### src/rtl/cd_drive_link_pkg.sv
// ----------------------------------------------------------------------------
// cd_link_pkg
// Shared types and constants for the drive side of the CD-block SH-1 SCI0
// link: FSM state encoding, frame length and byte index constants.
// ----------------------------------------------------------------------------
package cd_link_pkg;

    typedef enum logic [1:0] {
        IDLE,
        REQ,
        XFER
    } link_state_e;

    typedef logic [7:0] byte_t;
    typedef logic [3:0] byte_idx_t;

    localparam int CD_FRAME_LEN = 13;

    // First and last byte positions of the status (drive -> SH-1) and
    // command (SH-1 -> drive) frames.
    localparam byte_idx_t STAT_IDX_FIRST = 4'd0;
    localparam byte_idx_t STAT_IDX_LAST  = 4'(CD_FRAME_LEN - 1);
    localparam byte_idx_t CMD_IDX_FIRST  = 4'd0;
    localparam byte_idx_t CMD_IDX_LAST   = 4'(CD_FRAME_LEN - 1);

endpackage

### src/rtl/cd_drive_link_if.sv
// ----------------------------------------------------------------------------
// cd_drive_link_if
// Serial wires between the SH-1 SCI0 / port pins and the drive mechanism.
//   sck0o     : SH-1 serial clock, idle high
//   txd0      : SH-1 -> drive command bit
//   rxd0      : drive -> SH-1 status bit
//   comsync_n : low for the whole frame (to PB2I)
//   comreq_n  : frame-request pulse (to IRQ6N)
// master = SH-1 side, slave = drive side.
// ----------------------------------------------------------------------------
interface cd_drive_link_if;

    logic sck0o;
    logic txd0;
    logic rxd0;
    logic comsync_n;
    logic comreq_n;

    modport master (
        output sck0o,
        output txd0,
        input  rxd0,
        input  comsync_n,
        input  comreq_n
    );

    modport slave (
        input  sck0o,
        input  txd0,
        output rxd0,
        output comsync_n,
        output comreq_n
    );

endinterface

### src/rtl/cd_sci_shift.sv
// ----------------------------------------------------------------------------
// cd_sci_shift
// Bit-level engine of the link: SCK edge detection, bit counter, receive
// shift register and transmit bit selection, byte-complete strobe.
//   clk, rst  : system clock, synchronous active-high reset
//   ce_r      : clock enable
//   sck, txd  : SH-1 serial clock and command data
//   en        : frame is in the transfer phase
//   restart   : new frame, bit counter back to 0
//   tx_byte   : status byte currently being sent
//   sck_edge  : any SCK edge seen this enabled tick (watchdog clear)
//   tx_load   : drive tx_bit onto RXD0 this tick
//   tx_bit    : status bit for the current bit position
//   byte_done : 8th rising edge of a byte seen this tick
//   rx_byte   : completed command byte, valid with byte_done
// ----------------------------------------------------------------------------
module cd_sci_shift
    import cd_link_pkg::*;
(
    input  logic  clk,
    input  logic  rst,
    input  logic  ce_r,
    input  logic  sck,
    input  logic  txd,
    input  logic  en,
    input  logic  restart,
    input  byte_t tx_byte,
    output logic  sck_edge,
    output logic  tx_load,
    output logic  tx_bit,
    output logic  byte_done,
    output byte_t rx_byte
);

    logic       sck_q;
    logic [2:0] bit_idx;
    logic [6:0] shreg;
    logic       fall;
    logic       rise;

    assign fall = sck_q & ~sck;
    assign rise = ~sck_q & sck;

    // Bit 0 of every byte is preset on RXD0 before the byte starts, so the
    // fall that precedes its first rise must not overwrite it.
    assign tx_load   = ce_r & en & fall & (bit_idx != 3'd0);
    assign byte_done = ce_r & en & rise & (bit_idx == 3'd7);
    assign sck_edge  = ce_r & en & (fall | rise);
    assign tx_bit    = tx_byte[bit_idx];
    // The 8th bit is taken straight from the pin on the completing edge.
    assign rx_byte   = {txd, shreg};

    // NOTE: sequential state uses non-blocking assignments so every flop
    // samples pre-edge values regardless of statement order.
    always_ff @(posedge clk) begin
        if (rst) begin
            sck_q   <= 1'b1;
            bit_idx <= 3'd0;
            shreg   <= '0;
        end else if (ce_r) begin
            sck_q <= sck;
            if (restart) begin
                bit_idx <= 3'd0;
            end else if (en && rise) begin
                if (bit_idx != 3'd7) begin
                    shreg[bit_idx] <= txd;
                end
                bit_idx <= bit_idx + 3'd1;  // wraps to 0 after the 8th bit
            end
        end
    end

endmodule

### src/rtl/cd_drive_link.sv
// ----------------------------------------------------------------------------
// cd_drive_link
// Drive-side end of the SH-1 SCI0 link. Shifts a status frame out on RXD0 and
// captures the command frame from TXD0, LSB first, on SH-1 generated SCK.
//   clk, rst   : system clock, synchronous active-high reset
//   ce_r       : clock enable; all state advances only when high
//   link       : serial wires (slave side of cd_drive_link_if)
//   stat_we    : write status staging byte stat_addr <= stat_data
//   start      : request a frame; ignored unless idle
//   busy       : frame in progress
//   cmd_valid  : one-clk pulse, cmd_idx/cmd_data hold a received byte
//   frame_done : one-clk pulse, whole frame exchanged
//   frame_err  : one-clk pulse, frame aborted by SCK watchdog
// ----------------------------------------------------------------------------
module cd_drive_link
    import cd_link_pkg::*;
#(
    parameter int FRAME_LEN = CD_FRAME_LEN,
    parameter int REQ_TICKS = 8,
    parameter int TIMEOUT   = 4096
) (
    input  logic                  clk,
    input  logic                  rst,
    input  logic                  ce_r,
    cd_drive_link_if.slave        link,
    input  logic                  stat_we,
    input  byte_idx_t             stat_addr,
    input  byte_t                 stat_data,
    input  logic                  start,
    output logic                  busy,
    output logic                  cmd_valid,
    output byte_idx_t             cmd_idx,
    output byte_t                 cmd_data,
    output logic                  frame_done,
    output logic                  frame_err
);

    localparam int REQ_W = $clog2(REQ_TICKS + 1);
    localparam int WD_W  = $clog2(TIMEOUT + 1);
    localparam logic [REQ_W-1:0] REQ_LAST = REQ_W'(REQ_TICKS - 1);
    localparam logic [WD_W-1:0]  WD_LAST  = WD_W'(TIMEOUT - 1);
    localparam logic [WD_W-1:0]  WD_MAX   = WD_W'(TIMEOUT);
    localparam byte_idx_t        LAST_IDX = 4'(FRAME_LEN - 1);

    link_state_e      state_q, state_d;
    byte_t            staging [16];
    byte_t            xmit    [16];
    byte_idx_t        byte_idx;
    byte_idx_t        next_idx;
    logic [REQ_W-1:0] req_cnt;
    logic [WD_W-1:0]  wd_cnt;
    logic             rxd_q, comsync_q, comreq_q;

    logic do_start, req_end, last_byte, timeout;
    logic sck_edge, tx_load, tx_bit, byte_done;
    byte_t rx_byte;

    assign next_idx       = byte_idx + 4'd1;
    assign busy           = (state_q != IDLE);
    assign link.rxd0      = rxd_q;
    assign link.comsync_n = comsync_q;
    assign link.comreq_n  = comreq_q;

    cd_sci_shift u_shift (
        .clk       (clk),
        .rst       (rst),
        .ce_r      (ce_r),
        .sck       (link.sck0o),
        .txd       (link.txd0),
        .en        (state_q == XFER),
        .restart   (do_start),
        .tx_byte   (xmit[byte_idx]),
        .sck_edge  (sck_edge),
        .tx_load   (tx_load),
        .tx_bit    (tx_bit),
        .byte_done (byte_done),
        .rx_byte   (rx_byte)
    );

    always_ff @(posedge clk) begin
        if (rst) state_q <= IDLE;
        else     state_q <= state_d;
    end

    // NOTE: every always_comb output gets a default first, so no path
    // leaves a signal unassigned and no latch is inferred.
    always_comb begin
        state_d   = state_q;
        do_start  = 1'b0;
        req_end   = 1'b0;
        last_byte = 1'b0;
        timeout   = 1'b0;
        case (state_q)
            IDLE: begin
                if (ce_r && start) begin
                    do_start = 1'b1;
                    state_d  = REQ;
                end
            end
            REQ: begin
                if (ce_r && req_cnt == REQ_LAST) begin
                    req_end = 1'b1;
                    state_d = XFER;
                end
            end
            XFER: begin
                if (byte_done && byte_idx == LAST_IDX) begin
                    last_byte = 1'b1;
                    state_d   = IDLE;
                end else if (ce_r && !sck_edge && wd_cnt == WD_LAST) begin
                    // This tick is the TIMEOUT-th without any SCK edge.
                    timeout = 1'b1;
                    state_d = IDLE;
                end
            end
            default: state_d = IDLE;
        endcase
    end

    always_ff @(posedge clk) begin
        if (rst) begin
            rxd_q      <= 1'b1;
            comsync_q  <= 1'b1;
            comreq_q   <= 1'b1;
            cmd_valid  <= 1'b0;
            cmd_idx    <= '0;
            cmd_data   <= '0;
            frame_done <= 1'b0;
            frame_err  <= 1'b0;
            byte_idx   <= '0;
            req_cnt    <= '0;
            wd_cnt     <= '0;
            // NOTE: the buffers are small flop arrays, so they are cleared
            // here; a RAM-based buffer would not be reset.
            for (int i = 0; i < 16; i++) begin
                staging[i] <= '0;
                xmit[i]    <= '0;
            end
        end else begin
            // Pulses last exactly one clk, independent of ce_r.
            cmd_valid  <= 1'b0;
            frame_done <= 1'b0;
            frame_err  <= 1'b0;

            if (ce_r && stat_we) begin
                staging[stat_addr] <= stat_data;
            end

            if (do_start) begin
                // Snapshot the staging buffer so later writes cannot tear
                // the frame in flight.
                for (int i = 0; i < 16; i++) begin
                    xmit[i] <= staging[i];
                end
                rxd_q     <= staging[STAT_IDX_FIRST][0];
                byte_idx  <= CMD_IDX_FIRST;
                req_cnt   <= '0;
                wd_cnt    <= '0;
                comsync_q <= 1'b0;
                comreq_q  <= 1'b0;
            end

            if (ce_r && state_q == REQ) begin
                req_cnt <= req_cnt + 1'b1;
                if (req_end) comreq_q <= 1'b1;
            end

            if (ce_r && state_q == XFER) begin
                if (sck_edge)            wd_cnt <= '0;
                else if (wd_cnt != WD_MAX) wd_cnt <= wd_cnt + 1'b1;
            end

            if (tx_load) begin
                rxd_q <= tx_bit;
            end

            if (byte_done) begin
                cmd_valid <= 1'b1;
                cmd_idx   <= byte_idx;
                cmd_data  <= rx_byte;
                byte_idx  <= next_idx;
                if (!last_byte) rxd_q <= xmit[next_idx][0];
            end

            if (last_byte || timeout) begin
                frame_done <= last_byte;
                frame_err  <= timeout;
                comsync_q  <= 1'b1;
                rxd_q      <= 1'b1;
            end
        end
    end

endmodule

### src/flat_wrapper.sv
// flat-port wrapper written by rule: the top's interface ports become plain ports
module cd_drive_link_flat import cd_link_pkg::*;
#(
    parameter int FRAME_LEN = CD_FRAME_LEN,
    parameter int REQ_TICKS = 8,
    parameter int TIMEOUT   = 4096
)
  (clk, rst, ce_r, stat_we, stat_addr, stat_data, start, busy, cmd_valid, cmd_idx, cmd_data, frame_done, frame_err, link_sck0o, link_txd0, link_rxd0, link_comsync_n, link_comreq_n);
  cd_drive_link_if link_i ();
  input  logic clk;
  input  logic rst;
  input  logic ce_r;
  input  logic stat_we;
  input  byte_idx_t stat_addr;
  input  byte_t stat_data;
  input  logic start;
  output logic busy;
  output logic cmd_valid;
  output byte_idx_t cmd_idx;
  output byte_t cmd_data;
  output logic frame_done;
  output logic frame_err;
  input wire logic [$bits(link_i.sck0o)-1:0] link_sck0o;
  input wire logic [$bits(link_i.txd0)-1:0] link_txd0;
  output wire logic [$bits(link_i.rxd0)-1:0] link_rxd0;
  output wire logic [$bits(link_i.comsync_n)-1:0] link_comsync_n;
  output wire logic [$bits(link_i.comreq_n)-1:0] link_comreq_n;
  assign link_i.sck0o = link_sck0o;
  assign link_i.txd0 = link_txd0;
  assign link_rxd0 = link_i.rxd0;
  assign link_comsync_n = link_i.comsync_n;
  assign link_comreq_n = link_i.comreq_n;
  cd_drive_link #(.FRAME_LEN(FRAME_LEN), .REQ_TICKS(REQ_TICKS), .TIMEOUT(TIMEOUT)) u_core (.clk(clk), .rst(rst), .ce_r(ce_r), .link(link_i), .stat_we(stat_we), .stat_addr(stat_addr), .stat_data(stat_data), .start(start), .busy(busy), .cmd_valid(cmd_valid), .cmd_idx(cmd_idx), .cmd_data(cmd_data), .frame_done(frame_done), .frame_err(frame_err));
endmodule
### config.mk
export PLATFORM = sky130hd
export DESIGN_NAME = cd_drive_link_flat
export DESIGN_NICKNAME = d
export VERILOG_FILES = /design/src/rtl/cd_drive_link_pkg.sv /design/src/rtl/cd_drive_link_if.sv /design/src/rtl/cd_sci_shift.sv /design/src/rtl/cd_drive_link.sv /design/src/flat_wrapper.sv
export SDC_FILE = /design/constraint.sdc
export NUM_CORES = 1
export LEC_CHECK = 0
export BUFFER_PORTS_ARGS = -buffer_cell sky130_fd_sc_hd__buf_2
export CORE_ASPECT_RATIO = 1.4
export CORE_UTILIZATION = 55
export CTS_BUF_LIST = sky130_fd_sc_hd__clkbuf_4 sky130_fd_sc_hd__clkbuf_8
export CTS_CLUSTER_SIZE = 30
export DETAILED_ROUTE_END_ITERATION = 16
export GPL_TIMING_DRIVEN = 1
export PLACE_DENSITY = 0.72
export SYNTH_ARGS = -nofsm -noshare
export SYNTH_HDL_FRONTEND = slang
export SYNTH_HIERARCHICAL = 1
export SYNTH_SLANG_ARGS = --single-unit
### constraint.sdc
create_clock -name clk -period 5.9 [get_ports clk]
set_clock_uncertainty 0.15 [all_clocks]
set_input_delay 0.59 -clock clk [delete_from_list [all_inputs] [get_ports clk]]
set_output_delay 0.59 -clock clk [all_outputs]
set_load 0.03 [all_outputs]
---- Yosys cells after proc, flatten, opt, wreduce, memory -nomap -nowiden ----
Memories as Yosys holds them, arrays and structs flattened. A register that Yosys moved wholly into a read port is not among the register bits.
Cells that the tools add are included.
cells by class
  mux-type cells .......................... 65
  bitwise logic cells ..................... 29
  equality and inequality tests ........... 11
  magnitude comparators ................... 2
  add/sub/neg operators ................... 4
  reduce and logical (&&, ||, !) cells .... 24
operators with widths
  kind                                                                      count
  8-bit 2-to-1 mux                                                          17
  13-bit 2-to-1 mux                                                         4
  1-bit 2-to-1 mux                                                          28
  4-bit 2-to-1 mux                                                          6
  1-bit bitwise OR                                                          17
  13-bit by 1-bit adder with 13-bit output (second input constant)          1
  13-bit by 12-bit equality test with 1-bit output (second input constant)  1
  13-bit inequality test (second input constant)                            1
  1-bit logical AND                                                         10
  4-bit by 1-bit adder with 4-bit output (second input constant)            2
  1-bit AND                                                                 8
  2-bit 2-to-1 mux                                                          4
  2-bit nonzero test                                                        4
  8-bit OR reduction                                                        1
  7-bit bitwise mux                                                         1
  3-bit 2-to-1 mux                                                          2
  2-bit case mux with 3 select lines                                        1
  4-bit by 3-bit equality test with 1-bit output (second input constant)    1
  4-bit equality test (second input constant)                               1
  3-bit by 4-bit < comparator with 1-bit output (second input constant)     1
  2-bit by 1-bit inequality test with 1-bit output (second input constant)  2
  1-bit inverter                                                            4
  4-bit AND reduction                                                       1
  2-bit OR reduction                                                        2
  other kinds (15)                                                          15
storage, ports and cells
  memories ................................ 2
  flip-flop bits (word level) ............. 52
  bits in writable memories ............... 256
  logic and storage cells ................. 152
memories
  memory          depth  width  read ports  clocked after memory_dff  wr ports  RTL line             RTL
  u_core.staging  16     8      16          0                         16        cd_drive_link.sv:46  byte_t staging [16];
  u_core.xmit     16     8      2           1                         16        cd_drive_link.sv:47  byte_t xmit [16];

---- Logic depth before layout (Yosys ltp) ----
  word-level depth ........................ 13
  mapped depth ............................ 11
  mapped depth without buffers ............ 9

---- Hierarchy ----
The synthesis kept the hierarchy.
by module, submodules not included
  module         cells each  instances  area an instance (µm²)
  cd_drive_link  856         1          12777.3
  cd_sci_shift   82          1          686.9

---- Worst setup path after synthesis ----
Ideal clock, no wire load.
  path kind ............................... input-to-reg
  start point ............................. input rst
  end point ............................... register u_core.wd_cnt[1]
  arrival ................................. 4.534 ns
  setup slack ............................. 1.092 ns
  data required time ...................... 5.626 ns
  library setup time ...................... 0.124 ns
  stages .................................. 5
  path through ............................ clkbuf_1 > nand2b_1 > or2_0 > clkbuf_1 > nor3_1
RTL lines
  what                  RTL line              RTL
  start, declared       flat_wrapper.sv:11    input logic rst;
  end signal, assigned  cd_drive_link.sv:170  else if (wd_cnt != WD_MAX) wd_cnt <= wd_cnt + 1'b1;
  end, declared         cd_drive_link.sv:51   logic [WD_W-1:0] wd_cnt;

==> run summary <==
Sequential Area -> 8810 um^2
final hold vios -> 0
synthesized area per cell -> 14.4 um^2
most frequent cells in the layout -> edfxtp_1, and2_1, dfxtp_1
Worst EP arrival -> 3.52 ns
Final period util -> 0.554
Clock transition at path regs -> 0.06 ns
Final GP Congestion -> 0.856
Via density -> 5.68
final setup margin -> 2.63 ns
outcome -> finished clean
setup TNS -> 0 ns
Antenna Violating Nets Remaining -> 0
critical hold path startpoint -> link_sck0o
Multi-input gate area -> 4350 um^2
CTS Hold Bufs -> 0
vias in the first global route -> 7,377
total leakage power -> 5.34 nW
post-synth cell types -> 61
switch share -> 0.218
remaining global-route overflow -> 0
logic gate share of total power -> 0.043
vias -> 7,548
clock tree from TritonCTS -> built
Root Buffer -> clkbuf_8
Ports -> 38
Final Setup Violations -> 0
CTS Buf Count -> 47
die width -> 134 um
hpwl dp -> 19,700 um
total power -> 4.43 mW
Seq pwr share -> 0.579
Pwr Density -> 300 nW/um^2
pre-CTS setup slack -> 2.63 ns
most common cell after layout, fill and taps aside -> edfxtp_1
First-pass DRT Iterations -> 7
HP Class -> input port to register
Max Clock Freq -> 0.306 GHz
Worst-Skew Late Latency -> 0.56 ns
RSZ-0062 raised after global routing -> false
initial core utilization -> 0.562
fraction of registers with async set/reset -> 0
die height -> 187 um
Site Rows -> 67
CP Class -> register to register
Bufs on Longest Clock Path -> 3
detailed router's first-iteration violation count -> 495
synthesized instance count -> 938
layout cells sized above 1 -> 0.166
CP endpoint kind -> register
largest fanout on the critical path -> 32
full die area -> 25,100 um^2
Setup crit start kind -> register
IO buf count -> 37
top_reg_cell synth -> edfxtp_1
H-Tree Depth -> 2
Max-Cap Viols -> 0
Worst Tran Pin Value -> 1.07 ns
Post-CTS Setup Bufs -> 0
Layout area overhead -> 9.76%
minimum clock period after layout -> 3.27 ns
Final Slew Violations -> 0
Slew HR -> 0.288
CORE AREA -> 24,000 um^2
Filler Cells Inserted -> 1,856
largest net degree at the start of global routing -> 81
Total Nets Final -> 1,013
Pint -> 3.47 mW
DRC viols -> 0
register area share after synthesis -> 0.654
worst vdd ir -> 0.168 mV
number of enable flip-flop cells after synthesis -> 256
clock tree sinks -> 312
Clock Power Share -> 0.378
wire per inst -> 21.9 um
number of synthesized register bits -> 312
post-synth net total -> 967
switching power total -> 965 uW
WL final -> 29,100 um
synthesized area -> 13,500 um^2
initial antenna violation count -> 0
Post-CTS Resized -> 0
WP data required -> 6.15 ns
first-pass GRT wire length -> 43,900 um
Yosys warning count -> 6
Total GRT Usage -> 0.239
==> power by group through the flow <==
stage	Clock [mW]	Combinational (mW)	Sequential [mW]
after detailed placement	0	0.193	2.61
final	1.68	0.189	2.57
after global placement	0	0.188	2.61
after global routing	1.80	0.206	2.57
after CTS	1.71	0.193	2.57
after floorplan	0	0.125	2.58
==> layer usage <==
metal  global-route usage  share of wire
met5                    0              0
met2                0.414           0.52
met4                0.118          0.047
met1                0.286           0.39
met3               0.0442          0.048
==> state kept, by name (all words and copies together), names as in the netlist, 3 cells and up, named ones only <==
signal and flops:
u_core/xmit 128, u_core/cmd_data 8, u_core/u_shift/bit_idx 3, u_core/staging 128
u_core/cmd_idx 4, u_core/req_cnt 4, u_core/u_shift/shreg 7, u_core/byte_idx 4
u_core/wd_cnt 13
==> worst max-delay path: stages, from the launching register on <==
cell	delay, ns
dfxtp_2	0.92
mux4_1	0.66
mux4_2	0.46
mux2i_1	0.18
o22ai_1	0.12
a41oi_1	0.17
o21ai_0	0.10
nand2b_1	0.15
o211ai_1	0.09
o211ai_1	0.10
==> synthesized netlist by cell type, types with 3 or more instances <==
master | number | share of area
clkbuf_1 | 35 | 0.0098
edfxtp_1 | 256 | 0.57
ha_1 | 10 | 0.0093
o211ai_1 | 3 | 0.0017
buf_2 | 5 | 0.0019
nand2b_1 | 7 | 0.0033
o21ai_0 | 6 | 0.0022
a21oi_1 | 17 | 0.0063
buf_1 | 5 | 0.0014
and2_1 | 208 | 0.097
or2_2 | 18 | 0.0084
nand3_1 | 13 | 0.0048
nand3b_1 | 3 | 0.0017
nor3_1 | 11 | 0.0041
dfxtp_1 | 56 | 0.083
nor2b_1 | 50 | 0.023
o21a_1 | 3 | 0.0017
nand2_1 | 24 | 0.0067
mux2_2 | 3 | 0.0025
nand4_1 | 5 | 0.0023
xnor2_1 | 3 | 0.0020
inv_1 | 15 | 0.0042
a22oi_1 | 3 | 0.0017
nor4_1 | 6 | 0.0028
and4_1 | 3 | 0.0020
and3b_1 | 3 | 0.0020
mux2i_1 | 25 | 0.019
a31oi_1 | 3 | 0.0014
mux4_1 | 24 | 0.047
nor2_1 | 53 | 0.015
mux4_2 | 20 | 0.033
==> worst paths after layout <==
check | end | slack, ns | cells past startpoint
worst min register to register | u_core/link.comsync_n$_SDFFE_PP1P_ | 0.30 | 2
worst max register to register | u_core/link.rxd0$_SDFF_PP1_ | 2.63 | 9
worst min-delay path | u_core/u_shift/sck_q$_SDFFE_PP1P_ | 0.17 | 3
worst max-delay path | u_core/link.rxd0$_SDFF_PP1_ | 2.63 | 9
==> area by class of cell <==
type	count	area share
Sequential cell	312	0.596
Multi-Input combinational cell	559	0.295
Clock buffer	67	0.0556
Tap cell	310	0.0262
Timing Repair Buffer	49	0.0188
Clock inverter	16	0.00457
Inverter	15	0.00381
Antenna cell	1	0.000169
==> per-stage QoR <==
stage	std cells	utilization	area [um^2]	hold slack [ns]
after global routing	1328	0.616	14800	0.163
after CTS	1328	0.616	14800	0.134
final	1329	0.616	14800	0.169
after floorplan	938	-	13500	0.297
after global placement	1245	0.579	13900	0.285
after detailed placement	1245	0.579	13900	0.292
==> kinds of logic after synthesis <==
family                     share of synthesized area
and+or+nand+nor                                0.186
AOI/OAI and AO/OA                             0.0233
DFF                                            0.654
buffers and inverters                         0.0235
adders and majority gates                    0.00929
xor gates and xnor gates                     0.00260
muxes                                          0.101
Power figures use the tool's default switching activity.
